===== config.mk =====
export PLATFORM = sky130hd
export DESIGN_NAME = regfile_wb_arbiter
export DESIGN_NICKNAME = d
export VERILOG_FILES = /design/src/rtl/regfile_wb_arbiter.sv
export SDC_FILE = /design/constraint.sdc
export NUM_CORES = 1
export LEC_CHECK = 0
export ABC_AREA = 1
export CAP_MARGIN = 20
export CORE_ASPECT_RATIO = 1.2
export CORE_MARGIN = 2
export CORE_UTILIZATION = 45
export DETAILED_ROUTE_END_ITERATION = 10
export PLACE_DENSITY_LB_ADDON = 0.05
export SLEW_MARGIN = 10
export SYNTH_ARGS = -nofsm -noshare
export SYNTH_HDL_FRONTEND = slang
export SYNTH_SLANG_ARGS = --single-unit

===== constraint.sdc =====
create_clock -name clk -period 2.2 [get_ports clk]
set_input_delay 0.44 -clock clk [delete_from_list [all_inputs] [get_ports clk]]
set_output_delay 0.44 -clock clk [all_outputs]
set_load 0.02 [all_outputs]

===== src/rtl/regfile_wb_arbiter.sv =====
// Register-file write-back arbiter: ALU results vs. load returns share one write port,
// with a load scoreboard that flags decode-stage RAW hazards and protocol errors.
module regfile_wb_arbiter #(
    parameter int unsigned DATA_W = 16,
    parameter int unsigned NREG   = 16
) (
    input  logic              clk,
    input  logic              reset,
    input  logic              alu_valid,
    input  logic [3:0]        alu_rdest,
    input  logic [DATA_W-1:0] alu_data,
    output logic              alu_ready,
    input  logic              mem_valid,
    input  logic [3:0]        mem_rdest,
    input  logic [DATA_W-1:0] mem_data,
    output logic              mem_ready,
    input  logic              ld_issue,
    input  logic [3:0]        ld_issue_rdest,
    input  logic [3:0]        rsrc_a,
    input  logic [3:0]        rsrc_b,
    output logic              hazard,
    output logic              reg_Wen,
    output logic [3:0]        reg_en,
    output logic [DATA_W-1:0] wb_data,
    output logic [NREG-1:0]   pending,
    output logic              sb_err
);

    typedef enum logic {GrantAlu, GrantMem} grant_e;

    grant_e            last_grant_q;
    logic [NREG-1:0]   pending_q, pending_d;
    logic              sb_err_q, sb_err_d;
    logic              wen_q;
    logic [3:0]        reg_en_q;
    logic [DATA_W-1:0] wb_data_q;

    logic alu_elig, mem_elig, conflict, grant_alu, grant_mem;

    // ALU is held off while a load to the same destination is outstanding (WAW).
    always_comb begin
        alu_elig  = alu_valid && !pending_q[alu_rdest];
        mem_elig  = mem_valid;
        conflict  = alu_elig && mem_elig;
        grant_mem = !reset && mem_elig && (!alu_elig || (last_grant_q == GrantAlu));
        grant_alu = !reset && alu_elig && !grant_mem;
    end

    always_comb begin
        pending_d = pending_q;
        sb_err_d  = sb_err_q;
        if (grant_mem) begin
            pending_d[mem_rdest] = 1'b0;
            if (!pending_q[mem_rdest]) begin
                sb_err_d = 1'b1;
            end
        end
        // A reissue onto a register whose load lands this same cycle is a fresh load, not an error.
        if (ld_issue) begin
            pending_d[ld_issue_rdest] = 1'b1;
            if (pending_q[ld_issue_rdest] && !(grant_mem && (mem_rdest == ld_issue_rdest))) begin
                sb_err_d = 1'b1;
            end
        end
    end

    always_ff @(posedge clk) begin
        if (reset) begin
            last_grant_q <= GrantAlu;
            pending_q    <= '0;
            sb_err_q     <= 1'b0;
            wen_q        <= 1'b0;
            reg_en_q     <= '0;
            wb_data_q    <= '0;
        end else begin
            pending_q <= pending_d;
            sb_err_q  <= sb_err_d;
            wen_q     <= grant_alu || grant_mem;
            if (conflict) begin
                last_grant_q <= grant_mem ? GrantMem : GrantAlu;
            end
            if (grant_mem) begin
                reg_en_q  <= mem_rdest;
                wb_data_q <= mem_data;
            end else if (grant_alu) begin
                reg_en_q  <= alu_rdest;
                wb_data_q <= alu_data;
            end
        end
    end

    always_comb begin
        alu_ready = grant_alu;
        mem_ready = grant_mem;
        hazard    = pending_q[rsrc_a] | pending_q[rsrc_b];
        reg_Wen   = wen_q;
        reg_en    = reg_en_q;
        wb_data   = wb_data_q;
        pending   = pending_q;
        sb_err    = sb_err_q;
    end

endmodule

### After elaboration in Yosys (flattened, before gate mapping)

Cells that the tools add are included.
W data, S select, Z words.

| word-level totals | value |
|---|---|
| ROM bits | 0 |
| register bits after elaboration | 39 |
| bits in writable memories | 0 |
| bits in latches | 0 |
| memories kept | 0 |

| operators by class | value |
|---|---|
| add/sub/neg operators | 0 |
| multipliers | 0 |
| divide/modulo/power cells | 0 |
| equality and inequality tests | 1 |
| shift operators | 0 |
| muxes and demuxes | 25 |
| $lt $le $gt $ge | 7 |
| bitwise operators | 5 |
| reduce and logical (&&, ||, !) cells | 18 |

Operator list:

| cell | count |
|---|---|
| $mux W16 | 4 |
| $lt A4 B5 Y1 const B | 5 |
| $bmux W1 S4 | 5 |
| $and A16 B16 Y16 | 1 |
| $not A16 Y16 | 1 |
| $or A16 B16 Y16 | 1 |
| $mux W1 | 12 |
| $logic_and A1 B1 Y1 | 10 |
| $demux W1 S4 | 2 |
| $ge A4 B1 Y1 const B | 2 |
| $mux W4 | 2 |
| $logic_not A1 Y1 | 5 |
| $eq A4 B4 Y1 | 1 |
| $logic_or A1 B1 Y1 | 2 |
| $reduce_bool A2 Y1 | 1 |
| $not A1 Y1 | 1 |
| $or A1 B1 Y1 | 1 |

### Longest topological paths before layout

| logic depth | value |
|---|---|
| depth in word-level cells | 12 |
| depth in mapped cells | 14 |
| depth with buffers taken out | 12 |

### Worst setup path after synthesis

No wires, ideal clock.

| timing | value |
|---|---|
| kind | input to output |
| start | in alu_rdest[0] |
| end | out mem_ready |
| slack | 0.344 ns |
| data arrival time | 1.416 ns |
| stages | 8 |
| data required time | 1.760 ns |
| path through | buf_4 -> o211ai_1 -> nand3_2 -> nand3_2 -> nand4_4 -> nand2_4 -> inv_4 -> buf_6 |

| between the ends | value |
|---|---|
| longest elaborated chain between the ends | 7 |

Ends and longest elaborated chain:

| element | RTL line | RTL |
|---|---|---|
| start, declared | 10 | `input logic [3:0] alu_rdest,` |
| $bmux W1 S4 | 42 | `alu_elig = alu_valid && !pending_q[alu_rdest];` |
| $mux W1 (implied by the code) | 42 |  |
| $logic_not A1 Y1 | 42 |  |
| $logic_and A1 B1 Y1 | 42 |  |
| $logic_not A1 Y1 | 45 | `grant_mem = !reset && mem_elig && (!alu_elig \|\| (last_grant_q == GrantAlu));` |
| $logic_or A1 B1 Y1 | 45 |  |
| $logic_and A1 B1 Y1 | 45 |  |
| end, declared | 16 | `output logic mem_ready,` |

Every way passes these cells. The select of a mux whose other input is x is not followed.

### Worst setup path after layout

| timing | value |
|---|---|
| start | in alu_rdest[0] |
| end | out alu_ready |

| between the ends | value |
|---|---|
| longest elaborated chain between the ends | 9 |
| elaborated cells between the ends (all ways) | 10 |
| classes of those cells | mux: 2; reduce/logical: 8 |

Ends and longest elaborated chain:

| element | RTL line | RTL |
|---|---|---|
| $bmux W1 S4 (*) | 42 |  |
| $mux W1 (implied by the code) (*) | 42 |  |
| $logic_not A1 Y1 (*) | 42 |  |
| $logic_and A1 B1 Y1 (*) | 42 |  |
| $logic_not A1 Y1 | 45 |  |
| $logic_or A1 B1 Y1 | 45 |  |
| $logic_and A1 B1 Y1 | 45 |  |
| $logic_not A1 Y1 | 46 | `grant_alu = !reset && alu_elig && !grant_mem;` |
| $logic_and A1 B1 Y1 (*) | 46 |  |
| end, declared | 12 | `output logic alu_ready,` |

Mark *: on every way between the ends. The rest lies on a longest branch, timed or not. The select of a mux whose other input is x is not followed.

==> summary.md <==
| Metric | Value |
|---|---|
| Status | finished with violations |
| Failing checks | negative setup slack |
| Std-Cell Rows | 31 |
| Largest net degree at the start of global routing | 27 |
| CTS tree | done |
| Number of cells on the worst hold path | 2 |
| Via count of the first global-routing pass | 3524 |
| Insertion delay of the later-clocked pin in the worst-skew pair | 0.29 ns |
| Detailed placement HPWL | 7.88 mm |
| FF-to-FF setup slack | 0.35 ns |
| Layout overhead on the synthesized area | 58.6% |
| Final worst clock skew | 0.00800 ns |
| Global-route wire length before repair | 16.1 mm |
| Number of hold violations in the final report | 0 |
| Routed vias | 3745 |
| Clock tree sinks | 39 |
| Complex-gate fraction of the synthesized area | 16.1% |
| Maximum frequency from static timing analysis | 0.446 GHz |
| Core Region | 5970 µm² |
| Number of nets in the layout | 672 |
| Die area | 6720 µm² |
| Worst min path class | reg -> reg |
| Clock Tree Root | sky130_fd_sc_hd__clkbuf_8 |
| Ratio of cells with drive above 1 in the final layout | 16.0% |
| Total grt overflow | 0 |
| Total Routing Usage GR | 31.2% |
| Dominant combinational cell family by area after synthesis | simple AND/OR/NAND/NOR gates |
| Required time reported for the critical path endpoint | 1.76 ns |
| Effective utilization at floorplan | 45.8% |
| Highest fanout seen on the critical path | 7 |
| Final TNS setup | -0.0436 ns |
| Count of port buffers added during placement | 97 |
| Initial antenna violation count | 0 |
| Final Cell Area | 4340 µm² |
| Least-Margin Pin Slew | 0.388 ns |
| Worst-path clk slew | 0.08 ns |
| Worst EP arrival | 1.80 ns |
| CTS H-tree lvls | 2 |
| Total CTS buffers | 5 |
| Synthesis warning total | 0 |
| Maximum clock insertion buffer count | 2 |
| Number of setup violations in the final report | 1 |
| Die Width | 75.2 µm |
| Source of the worst hold timing path | wb_data[2] |
| Max capacitance violation total | 0 |
| Cell count after synthesis | 466 |
| WL final | 10.4 mm |
| Power per unit of standard cell area | 438 nW/µm² |
| Post-Synthesis Cell Area | 2740 µm² |
| Worst Hold Slack | 0.477 ns |
| Remaining DRCs | 0 |
| Weighted congestion reported at the end of routability-driven placement | 0.981 |
| Per-cell via count in the routed design | 5.38 |
| Share of synthesized area spent on multiplexers | 0% |
| Quantity of hold-fixing buffers added after cts | 0 |
| Worst vdd ir | 280 µV |
| Antenna-violating nets left | 0 |
| Max_slew headroom | 74.1% |
| Unrepaired setup endpoints after global routing | true |
| Fin crit share | 102% |
| DIE HEIGHT | 89.4 µm |
| Fraction of synthesized cell area in xor and xnor cells | 1.28% |
| Final worst-path setup slack | -0.0436 ns |
| Sort of element at the end of the critical path | output pin |
| Total leakage power | 1.99 nW |
| Share of the core filled with cells in the final layout | 72.7% |
| Yosys cell types | 28 |
| Area fraction in and, or, nand and nor cells after synthesis | 43.3% |
| CP startpoint kind | input port |
| Setup Slack @ Placement | -0.736 ns |
| Mapped Nets | 523 |
| Adder-Cell Fraction of Synth Area | 0% |
| Crit Reg-Reg Startpoint | pending[15] |
| Count of antenna diodes in the layout | 0 |
| DR pass1 iterations | 5 |
| End point of the worst hold path | wb_data[2] |
| End of the worst register-to-register path | wb_data[6] |
| Post-Synthesis Mean Instance Area | 5.87 µm² |
| Number of cells on the worst reg-to-reg path | 12 |
| Post-layout min period | 2.24 ns |
| Wire length per cell | 15.0 µm |
| Area of placed instances | 4170 µm² |
| I/O Pins | 98 |
| Post-synthesis register bit count | 39 |
| Worst setup path category | in -> out |
| Share of synthesized area occupied by flip-flops and latches | 28.5% |
| Starting DRT DRC Count | 311 |
| Total count of max-transition violations in the final report | 0 |
==> report_power, final <==
part	leakage [nW]	total [mW]	switching, mW	internal [mW]
combinational	1.64	0.654	0.340	0.314
sequential	0.320	0.777	0.0266	0.751
clock	0.0361	0.468	0.257	0.211
==> per-layer routing <==
| metal | track usage, % | up-vias | wire (µm) |
|---|---|---|---|
| met5 | 0 | - | 0 |
| met4 | 16.7 | 0 | 387 |
| met3 | 6.99 | 42 | 815 |
| met2 | 54.3 | 197 | 5380 |
| met1 | 34.9 | 1683 | 3830 |
| li1 | - | 1823 | - |
==> worst max path at each step <==
stage	to	slack, ns	startpoint	depth (start not counted)
after CTS	alu_ready	-0.005	alu_rdest[0]	12
after detailed placement	alu_ready	-0.74	alu_rdest[0]	12
after global routing	alu_ready	-0.11	alu_rdest[0]	12
after global placement	alu_ready	-0.65	alu_rdest[0]	12
final	alu_ready	-0.04	alu_rdest[0]	12
after floorplan	mem_ready	0.34	alu_rdest[0]	8
==> registers in the layout, indices dropped and copies added (netlist names) <==
register      cells
reg_en            4
pending          16
sb_err            1
reg_Wen           1
wb_data          16
last_grant_q      1
==> Yosys cell counts (all sizes together) <==
| library cell | number | area (µm²) |
|---|---|---|
| a22oi | 10 | 75.1 |
| a211oi | 2 | 15.0 |
| o22ai | 1 | 6.26 |
| nand2 | 147 | 559 |
| xor2 | 4 | 35.0 |
| o211ai | 6 | 45.0 |
| inv | 49 | 186 |
| dfxtp | 39 | 781 |
| clkbuf | 9 | 33.8 |
| a21oi | 37 | 185 |
| nand4 | 17 | 128 |
| nor3 | 1 | 5.00 |
| o21ai | 23 | 115 |
| nand3 | 53 | 280 |
| buf | 10 | 63.8 |
| nor4 | 1 | 6.26 |
| nor2 | 54 | 205 |
| clkinv | 3 | 11.3 |
==> stage by stage <==
stage | total power [mW] | cells
floorplan | 1.09 | 466
global placement | 1.41 | 685
detailed placement | 1.42 | 685
CTS | 1.88 | 694
global route | 1.99 | 696
finish | 1.90 | 696
==> placed cells by master, fill, tap and decap left out, types with 5 or more instances in the layout <==
master,synthesis,final
sky130_fd_sc_hd__inv_2,1,5
sky130_fd_sc_hd__nand2_1,146,146
sky130_fd_sc_hd__inv_1,47,42
sky130_fd_sc_hd__nand4_1,15,15
sky130_fd_sc_hd__o21ai_0,21,19
sky130_fd_sc_hd__o211ai_1,6,6
sky130_fd_sc_hd__nand3_2,3,9
sky130_fd_sc_hd__a22oi_1,10,10
sky130_fd_sc_hd__buf_4,3,63
sky130_fd_sc_hd__dfxtp_1,39,39
sky130_fd_sc_hd__a21oi_1,37,37
sky130_fd_sc_hd__nor2_1,53,50
sky130_fd_sc_hd__clkdlybuf4s50_1,0,87
sky130_fd_sc_hd__nand3_1,50,44
sky130_fd_sc_hd__clkbuf_8,0,5
==> cell type report <==
type / instances / area [µm²]
repair buffers: 161 / 1470
flip-flops and latches: 39 / 781
clock inverters: 1 / 7.51
clock buffers: 5 / 68.8
inverters: 52 / 204
multi-input cells: 356 / 1700
well taps: 82 / 103
fillers: 550 / 1630
==> worst max-delay path, cell delays in order <==
cell,delay [ns]
sky130_fd_sc_hd__dlygate4sd2_1,0.25
sky130_fd_sc_hd__buf_6,0.14
sky130_fd_sc_hd__inv_4,0.06
sky130_fd_sc_hd__nand2_1,0.09
sky130_fd_sc_hd__nand3_2,0.09
sky130_fd_sc_hd__nand3_2,0.07
sky130_fd_sc_hd__nand3_2,0.12
sky130_fd_sc_hd__nand2_1,0.08
sky130_fd_sc_hd__nor2_2,0.12
sky130_fd_sc_hd__o211ai_1,0.13
sky130_fd_sc_hd__inv_1,0.09
sky130_fd_sc_hd__buf_6,0.11
==> cell families after synthesis <==
family,Yosys count
AO/OA/AOI/OAI,79
XOR/XNOR,4
buffers and inverters,71
flip-flops,39
AND/OR/NAND/NOR,273
==> repair_timing <==
item                       CTS  global route
setup buffers                2             2
pin swaps                    6             8
setup endpoints to repair    3             3
gates resized for setup     27            21
gates cloned                 1             0
Note: power is estimated with default switching activity, not from simulation.
